`src/rtl/pm_candidate_gen_if.sv`:
```
// LLR handshake and sorter bus of the SCL path-metric front end.
// The slave side is the candidate generator; the master side is the LLR source plus the sorter.
interface pm_candidate_gen_if #(
    parameter int PM_WIDTH  = 8,
    parameter int LLR_WIDTH = 6
);
    localparam int L = 4;

    logic                      llr_valid;
    logic                      llr_ready;
    logic [LLR_WIDTH*L-1:0]    llr_in;
    logic                      frozen;
    logic [PM_WIDTH*2*L-1:0]   cand_pm;
    logic                      cand_valid;
    logic [PM_WIDTH*L-1:0]     surv_pm;

    modport master (
        output llr_valid, llr_in, frozen, surv_pm,
        input  llr_ready, cand_pm, cand_valid
    );

    modport slave (
        input  llr_valid, llr_in, frozen, surv_pm,
        output llr_ready, cand_pm, cand_valid
    );
endinterface

```
`src/rtl/pm_candidate_gen.sv`:
```
// Writer side of the L=4 SCL path-metric sorter: expands PMs into 2L ordered candidates,
// captures the sorted survivors, and applies frozen-bit penalties without the sorter.
module pm_candidate_gen #(
    parameter int PM_WIDTH  = 8,
    parameter int LLR_WIDTH = 6,
    parameter int SORT_LAT  = 0
) (
    input  logic                   clk,
    input  logic                   rst_n,
    input  logic                   start_i,
    pm_candidate_gen_if.slave      sortBus,
    output logic [PM_WIDTH*4-1:0]  pm_out_o,
    output logic                   pm_valid_o,
    output logic [2:0]             path_cnt_o
);
    localparam int L     = 4;
    localparam int CNT_W = (SORT_LAT > 0) ? $clog2(SORT_LAT + 1) : 1;
    localparam logic [CNT_W-1:0] LAST_CNT = CNT_W'(SORT_LAT);

    typedef enum logic {IDLE, SORT} state_t;

    state_t                    stateQ;
    logic [CNT_W-1:0]          cntQ;
    logic [PM_WIDTH-1:0]       pmQ [L];
    logic [2:0]                pathCntQ;
    logic [PM_WIDTH*2*L-1:0]   candQ;
    logic                      candValidQ;
    logic                      pmValidQ;

    logic [PM_WIDTH-1:0]       frozenPmD [L];
    logic [PM_WIDTH*2*L-1:0]   candD;
    logic [2:0]                pathCntD;

    // Two's-complement magnitude fits LLR_WIDTH unsigned bits, so -2^(W-1) needs no extra bit.
    always_comb begin
        logic [LLR_WIDTH-1:0] llr;
        logic [LLR_WIDTH-1:0] absv;
        logic [PM_WIDTH-1:0]  mag;
        logic [PM_WIDTH:0]    wide;
        logic [PM_WIDTH-1:0]  sum;
        candD = '0;
        for (int l = 0; l < L; l++) begin
            llr  = sortBus.llr_in[LLR_WIDTH*(L-1-l) +: LLR_WIDTH];
            absv = llr[LLR_WIDTH-1] ? (~llr + LLR_WIDTH'(1)) : llr;
            mag  = PM_WIDTH'(absv);
            wide = {1'b0, pmQ[l]} + {1'b0, mag};
            sum  = wide[PM_WIDTH] ? '1 : wide[PM_WIDTH-1:0];
            frozenPmD[l] = llr[LLR_WIDTH-1] ? sum : pmQ[l];
            candD[PM_WIDTH*(2*L-1-2*l) +: PM_WIDTH] = pmQ[l];
            candD[PM_WIDTH*(2*L-2-2*l) +: PM_WIDTH] = sum;
        end
    end

    always_comb begin
        pathCntD = pathCntQ[2] ? 3'd4 : {pathCntQ[1:0], 1'b0};
        pm_out_o = '0;
        for (int l = 0; l < L; l++) begin
            pm_out_o[PM_WIDTH*(L-1-l) +: PM_WIDTH] = pmQ[l];
        end
    end

    assign sortBus.llr_ready  = (stateQ == IDLE) && !start_i;
    assign sortBus.cand_pm    = candQ;
    assign sortBus.cand_valid = candValidQ;
    assign pm_valid_o         = pmValidQ;
    assign path_cnt_o         = pathCntQ;

    // start overrides everything, including a SORT in flight whose survivors are dropped.
    always_ff @(posedge clk or negedge rst_n) begin
        if (!rst_n) begin
            stateQ     <= IDLE;
            cntQ       <= '0;
            for (int l = 0; l < L; l++) pmQ[l] <= (l == 0) ? '0 : '1;
            pathCntQ   <= 3'd1;
            candQ      <= '0;
            candValidQ <= 1'b0;
            pmValidQ   <= 1'b0;
        end else begin
            pmValidQ <= 1'b0;
            if (start_i) begin
                stateQ     <= IDLE;
                cntQ       <= '0;
                for (int l = 0; l < L; l++) pmQ[l] <= (l == 0) ? '0 : '1;
                pathCntQ   <= 3'd1;
                candQ      <= '0;
                candValidQ <= 1'b0;
            end else begin
                case (stateQ)
                    IDLE: begin
                        if (sortBus.llr_valid) begin
                            if (sortBus.frozen) begin
                                for (int l = 0; l < L; l++) pmQ[l] <= frozenPmD[l];
                                pmValidQ <= 1'b1;
                            end else begin
                                candQ      <= candD;
                                candValidQ <= 1'b1;
                                cntQ       <= '0;
                                stateQ     <= SORT;
                            end
                        end
                    end
                    SORT: begin
                        if (cntQ == LAST_CNT) begin
                            for (int l = 0; l < L; l++) begin
                                pmQ[l] <= sortBus.surv_pm[PM_WIDTH*(L-1-l) +: PM_WIDTH];
                            end
                            pathCntQ   <= pathCntD;
                            candValidQ <= 1'b0;
                            pmValidQ   <= 1'b1;
                            stateQ     <= IDLE;
                        end else begin
                            cntQ <= cntQ + CNT_W'(1);
                        end
                    end
                    default: stateQ <= IDLE;
                endcase
            end
        end
    end
endmodule

```
`src/flat_wrapper.sv`:
```
// flat-port wrapper written by rule: the top's interface ports become plain ports
module pm_candidate_gen_flat 
#(
    parameter int PM_WIDTH  = 8,
    parameter int LLR_WIDTH = 6,
    parameter int SORT_LAT  = 0
)
  (clk, rst_n, start_i, pm_out_o, pm_valid_o, path_cnt_o, sortBus_llr_valid, sortBus_llr_in, sortBus_frozen, sortBus_surv_pm, sortBus_llr_ready, sortBus_cand_pm, sortBus_cand_valid);
  pm_candidate_gen_if #(.PM_WIDTH(PM_WIDTH), .LLR_WIDTH(LLR_WIDTH)) sortBus_i ();
  input  logic clk;
  input  logic rst_n;
  input  logic start_i;
  output logic [PM_WIDTH*4-1:0] pm_out_o;
  output logic pm_valid_o;
  output logic [2:0] path_cnt_o;
  input wire logic [$bits(sortBus_i.llr_valid)-1:0] sortBus_llr_valid;
  input wire logic [$bits(sortBus_i.llr_in)-1:0] sortBus_llr_in;
  input wire logic [$bits(sortBus_i.frozen)-1:0] sortBus_frozen;
  input wire logic [$bits(sortBus_i.surv_pm)-1:0] sortBus_surv_pm;
  output wire logic [$bits(sortBus_i.llr_ready)-1:0] sortBus_llr_ready;
  output wire logic [$bits(sortBus_i.cand_pm)-1:0] sortBus_cand_pm;
  output wire logic [$bits(sortBus_i.cand_valid)-1:0] sortBus_cand_valid;
  assign sortBus_i.llr_valid = sortBus_llr_valid;
  assign sortBus_i.llr_in = sortBus_llr_in;
  assign sortBus_i.frozen = sortBus_frozen;
  assign sortBus_i.surv_pm = sortBus_surv_pm;
  assign sortBus_llr_ready = sortBus_i.llr_ready;
  assign sortBus_cand_pm = sortBus_i.cand_pm;
  assign sortBus_cand_valid = sortBus_i.cand_valid;
  pm_candidate_gen #(.PM_WIDTH(PM_WIDTH), .LLR_WIDTH(LLR_WIDTH), .SORT_LAT(SORT_LAT)) u_core (.clk(clk), .rst_n(rst_n), .start_i(start_i), .sortBus(sortBus_i), .pm_out_o(pm_out_o), .pm_valid_o(pm_valid_o), .path_cnt_o(path_cnt_o));
endmodule
```
`config.mk`:
```
export PLATFORM = sky130hd
export DESIGN_NAME = pm_candidate_gen_flat
export DESIGN_NICKNAME = d
export VERILOG_FILES = /design/src/rtl/pm_candidate_gen_if.sv /design/src/rtl/pm_candidate_gen.sv /design/src/flat_wrapper.sv
export SDC_FILE = /design/constraint.sdc
export NUM_CORES = 1
export LEC_CHECK = 0
export ABC_AREA = 1
export BUFFER_PORTS_ARGS = -buffer_cell sky130_fd_sc_hd__buf_2
export CAP_MARGIN = 5
export CORE_MARGIN = 2
export CORE_UTILIZATION = 35
export CTS_CLUSTER_DIAMETER = 30
export DETAILED_ROUTE_END_ITERATION = 8
export PLACE_DENSITY = 0.69
export SLEW_MARGIN = 20
export SYNTH_ARGS = -nofsm -noshare
export SYNTH_HDL_FRONTEND = slang
export SYNTH_SLANG_ARGS = --single-unit
export TNS_END_PERCENT = 30
```
`constraint.sdc`:
```
create_clock -name clk -period 3.6 [get_ports clk]
set_input_delay 0.72 -clock clk [delete_from_list [all_inputs] [get_ports clk]]
set_output_delay 0.72 -clock clk [all_outputs]
set_load 0.01 [all_outputs]
```
=== Word level (Yosys, flattened, before mapping) ===
Cells that the tools add are included.

* Register bits after elaboration: 103
* Logic and storage cells: 92

* $add $sub $neg: 9
* Eq/ne operators: 11
* Multiplexer cells: 45
* Bitwise operators: 5
* Reduce and logical (&&, ||, !) cells: 12

{| class="wikitable"
|+ Operators by type and width
! cell !! number
|-
| 2-to-1 mux 64 bit || 4
|-
| 2-to-1 mux 32 bit || 4
|-
| 2-to-1 mux 8 bit || 8
|-
| case mux 32 bit (2 select lines) || 1
|-
| adder 8 x 6 -> 9 bit || 4
|-
| adder 6 x 1 -> 6 bit, second input constant || 4
|-
| 2-to-1 mux 6 bit || 4
|-
| inequality test 3 bit, second input constant || 8
|-
| inverter 6 bit || 4
|-
| 2-to-1 mux 1 bit || 16
|-
| AND reduction 4 bit || 4
|-
| 2-to-1 mux 3 bit || 4
|-
| case mux 1 bit (2 select lines) || 4
|-
| inequality test 2 bit, second input constant || 3
|-
| AND reduction 3 bit || 2
|-
| AND reduction 2 bit || 2
|-
| nonzero test 2 bit || 2
|-
| adder 1 bit, second input constant || 1
|-
| logical AND 1 bit || 1
|-
| logical NOT 1 bit || 1
|-
| inverter 1 bit || 1
|}

=== Depth between registers and ports, before layout ===
* Word-level depth: 10
* Gate-level depth with buffers: 15

=== Worst setup path before layout ===
No wires, ideal clock.

* Path kind: in2reg
* From: input sortBus_llr_in[12]
* To: register u_core.candQ[34], in the netlist u_core.sortBus.cand_pm[34]
* Setup time: 0.121 ns
* Data arrival time: 2.431 ns
* Data required time: 3.479 ns
* Slack: 1.048 ns
* Cell stages on the path: 11
* Path buffers: 0
* Path through: inv_1 > ha_1 > or2_2 > nand3_1 > o21ai_0 > ha_1 > nand3_1 > nand2_1 > a21oi_2 > o21ai_0 > a22o_1

* Word-level cells in the longest chain between the ends: 9

{| class="wikitable"
|+ RTL lines
! element !! line !! source
|-
| start: declaration || flat_wrapper.sv:17 || <nowiki>input wire logic [$bits(sortBus_i.llr_in)-1:0] sortBus_llr_in;</nowiki>
|-
| inverter 6 bit || pm_candidate_gen.sv:44 || <nowiki>absv = llr[LLR_WIDTH-1] ? (~llr + LLR_WIDTH'(1)) : llr;</nowiki>
|-
| adder 6 x 1 -> 6 bit || pm_candidate_gen.sv:44 ||
|-
| 2-to-1 mux 6 bit * || pm_candidate_gen.sv:44 ||
|-
| adder 8 x 6 -> 9 bit * || pm_candidate_gen.sv:46 || <nowiki>wide = {1'b0, pmQ[l]} + {1'b0, mag};</nowiki>
|-
| 2-to-1 mux 8 bit * || pm_candidate_gen.sv:47 || <nowiki>sum = wide[PM_WIDTH] ? '1 : wide[PM_WIDTH-1:0];</nowiki>
|-
| 2-to-1 mux 64 bit * || pm_candidate_gen.sv:91 || <nowiki>if (sortBus.frozen) begin</nowiki>
|-
| 2-to-1 mux 64 bit * || pm_candidate_gen.sv:90 || <nowiki>if (sortBus.llr_valid) begin</nowiki>
|-
| 2-to-1 mux 64 bit * || pm_candidate_gen.sv:88 || <nowiki>case (stateQ)</nowiki>
|-
| 2-to-1 mux 64 bit * || pm_candidate_gen.sv:80 || <nowiki>if (start_i) begin</nowiki>
|-
| end signal: assignment || pm_candidate_gen.sv:95 || <nowiki>candQ <= candD;</nowiki>
|-
| end: declaration || pm_candidate_gen.sv:26 || <nowiki>logic [PM_WIDTH*2*L-1:0] candQ;</nowiki>
|}

Mark *: on every way between the ends. The rest lies on a longest branch, timed or not. The select of a mux whose other input is x is not followed.
A chain may end at the register's enable or synchronous reset.

=== Worst setup path in the final report ===
Same ends and word-level chain as after synthesis.

==> flow_metrics.env <==
export IMPL_num_antenna_cells=0
export IMPL_worstMarginPinSlew_ns=0.699
export IMPL_maxCapViolCount=0
export IMPL_synth_area_um2=5960
export IMPL_cts_sinks=102
export IMPL_core_area_um2=16600
export IMPL_insertion_delay_ns=0.36
export IMPL_cts_resized=0
export IMPL_io_buffers=162
export IMPL_period_share_pct=72.0
export IMPL_synth_top_area_share_pct=32.3
export IMPL_syn_area_per_cell_um2=7.82
export IMPL_cts_path_max_buffers=2
export IMPL_leakage_uw=0.00414
export IMPL_critical_path_class="input port to flip-flop"
export IMPL_grt_max_degree=61
export IMPL_ios=163
export IMPL_area_growth_synth_to_final_pct=22.0
export IMPL_hold_buffers=0
export IMPL_drive_above_1_share_pct=24.3
export IMPL_fin_nets=1013
export IMPL_first_pass_iters=5
export IMPL_final_max_slew_violation_count=0
export IMPL_dieArea_um2=18100
export IMPL_grt_pass1_wl_um=27600
export IMPL_synth_fa_ha_area_share_pct=7.22
export IMPL_endpoint_kind="flip-flop"
export IMPL_finalCriticalPeriod_ns=2.59
export IMPL_ant_nets=0
export IMPL_grt_pass1_vias=5319
export IMPL_wire_per_inst_um=15.0
export IMPL_synth_nets=855
export IMPL_cp_required_ns=3.84
export IMPL_ys_seq_area_share_pct=43.4
export IMPL_start_kind="input port"
export IMPL_via_per_inst=4.94
export IMPL_finalPower_uw=3990
export IMPL_cp_arrival_ns=2.84
export IMPL_clock_fmax_mhz=386
export IMPL_gp_congestion=0.848
export IMPL_hpwl_um=12600
export IMPL_grt_usage_pct=19.3
export IMPL_rsz0062_at_grt="false"
export IMPL_synth_edff_count=0
export IMPL_drt_initial_drc_count=271
export IMPL_drc=0
export IMPL_synthArstFlopShare_pct=100
export IMPL_tritoncts="built"
export IMPL_peakVddDrop_mv=0.216
export IMPL_die_x_um=134
export IMPL_synthTopCellsByCount="237 x nand2_1, 99 x inv_1, 77 x dfrtp_1"
export IMPL_skew_ns=0.00766
export IMPL_synth_area_leaders="dfrtp_1 32%, nand2_1 15%, dfstp_2 11%, inv_1 6.2%, ha_1 5.9%"
export IMPL_clk_pin_slew_ns=0.07
export IMPL_synth_compound_area_share_pct=14.1
export IMPL_cts_root_buf="clkbuf_16"
export IMPL_netlist_instances=762
export IMPL_htree_levels=3
export IMPL_min_path_type="input port to asynchronous set/reset pin"
export IMPL_critPathMaxFanout=7
export IMPL_synthSimpleGateAreaFrac_pct=23.9
export IMPL_power_density_nw_per_um2=549
export IMPL_fp_row_count=47
export IMPL_ys_ff_latch=102
export IMPL_relSlewSlack_pct=53.4
export IMPL_finalHoldViolations=0
export IMPL_antenna_found_initial=0
export IMPL_vias=5657
export IMPL_yosysUniqueCellTypes=36
export IMPL_synth_top_family_by_area="simple AND/OR/NAND/NOR gates"
export IMPL_n_fill_cell=1691
export IMPL_synth_area_leader_cell="dfrtp_1"
export IMPL_fp_dieH_um=134
export IMPL_initial_core_util_pct=35.9
export IMPL_finalSetupTns_ns=0
export IMPL_synthFlopType="dfrtp_1"
export IMPL_post_cts_setup_buffers=0
export IMPL_synth_most_common_cell="nand2_1"
export IMPL_grt_ovfl_total=0
export IMPL_muxShareOfSynthArea_pct=0
export IMPL_synth_xor_area_share_pct=2.50
export IMPL_status="finished, final reports clean"
export IMPL_setup_viol=0
export IMPL_ys_warn_count=0
export IMPL_wl_um=17200
export IMPL_cts_buffers=9
[sequential cells by signal (all words and copies together) (netlist names)]
signal	flops
u_core.path_cnt_o	3
u_core.pm_out_o	32
u_core.pm_valid_o	1
u_core.sortBus.cand_pm	64
u_core.sortBus.cand_valid	1
u_core.stateQ	1
[through the flow]
| stage | setup slack (ns) | cell area (µm²) | hold WS (ns) | util (%) | instances |
|---|---|---|---|---|---|
| after global placement | 0.662 | 6980 | 0.455 | 42.1 | 1129 |
| after global routing | 0.792 | 7270 | 0.404 | 43.8 | 1145 |
| after CTS | 1.02 | 7260 | 0.372 | 43.8 | 1145 |
| after detailed placement | 0.641 | 6980 | 0.462 | 42.1 | 1129 |
| after floorplan | 1.05 | 5960 | 0.424 | - | 762 |
| final | 1.01 | 7270 | 0.362 | 43.8 | 1145 |
[layout by cell type (no fill, tap or decap), types with 2 or more instances in the layout]
cell | Yosys | final
nand2_1 | 237 | 237
buf_2 | 9 | 161
inv_1 | 99 | 99
dfrtp_1 | 77 | 77
o21ai_0 | 54 | 54
nand3_1 | 48 | 48
nor2_1 | 41 | 41
ha_1 | 28 | 28
dfstp_2 | 25 | 25
a22o_1 | 22 | 22
o21ai_1 | 21 | 20
a21oi_1 | 19 | 19
xor2_1 | 10 | 10
o21bai_1 | 9 | 9
clkbuf_16 | 0 | 9
xnor2_1 | 7 | 7
a21boi_0 | 5 | 5
o22ai_1 | 5 | 5
buf_4 | 7 | 5
or2_2 | 4 | 4
inv_2 | 4 | 4
nand4_1 | 4 | 4
fa_1 | 4 | 4
inv_6 | 0 | 4
nand3b_1 | 3 | 3
nor4_1 | 2 | 2
nor2_2 | 2 | 2
nor3_1 | 2 | 2
a21oi_2 | 2 | 2
a31oi_1 | 2 | 2
buf_12 | 0 | 2
[routing by layer]
layer / vias to the layer above / global-route usage, % / wire (µm) / share of wire [%]
met5: - / 0 / 0 / 0
met4: 0 / 6.37 / 314 / 1.8
met3: 20 / 3.00 / 974 / 5.7
met2: 175 / 31.6 / 7960 / 46
met1: 2668 / 26.4 / 7920 / 46
li1: 2794 / - / - / -
[where the power goes]
| group | internal, µW | switching [µW] | leakage (µW) |
|---|---|---|---|
| clock | 499 | 475 | 0.000144 |
| sequential | 1370 | 177 | 0.00130 |
| combinational | 563 | 905 | 0.00270 |
| total | 2440 | 1560 | 0.00414 |
[layout make-up]
class                           instances  area, µm²  area share (%)
Multi-Input combinational cell        535       2850            39.2
Sequential cell                       102       2580            35.5
Timing Repair Buffer                  168        883            12.2
Inverter                              104        390            5.37
Tap cell                              220        275            3.79
Clock buffer                           10        239            3.29
Clock inverter                          6       48.8           0.671
[critical path, stage by stage]
cell,delay (ns)
buf_2,0.09
inv_1,0.05
ha_1,0.20
or2_2,0.29
nand3_1,0.06
o21ai_0,0.10
ha_1,0.36
nand3_1,0.11
nand2_1,0.11
a21oi_2,0.32
o21ai_0,0.21
a22o_1,0.21
[path summary, 6_finish.rpt]
check,startpoint,endpoint,slack (ns),depth (start not counted)
min in group clk,u_core.sortBus.cand_pm[18]$_DFFE_PN0P_,u_core.sortBus.cand_pm[18]$_DFFE_PN0P_,0.48,2
hold / removal,rst_n,u_core.sortBus.cand_pm[12]$_DFFE_PN0P_,0.36,1
hold reg to reg,u_core.sortBus.cand_pm[18]$_DFFE_PN0P_,u_core.sortBus.cand_pm[18]$_DFFE_PN0P_,0.48,2
setup reg to reg,u_core.pm_out_o[16]$_DFFE_PN1P_,u_core.pm_out_o[22]$_DFFE_PN1P_,1.43,11
max in group asynchronous,rst_n,u_core.pm_out_o[13]$_DFFE_PN1P_,2.46,2
setup / recovery,sortBus_llr_in[12],u_core.sortBus.cand_pm[34]$_DFFE_PN0P_,1.01,12
[cell families after synthesis]
kind of cell             count (synthesis)
adder cells (fa/ha/maj)                 32
buffers and inverters                  125
XOR/XNOR                                17
flip-flops                             102
AO/OA/AOI/OAI                          140
AND/OR/NAND/NOR                        346
(Power assumes the default switching activity.)
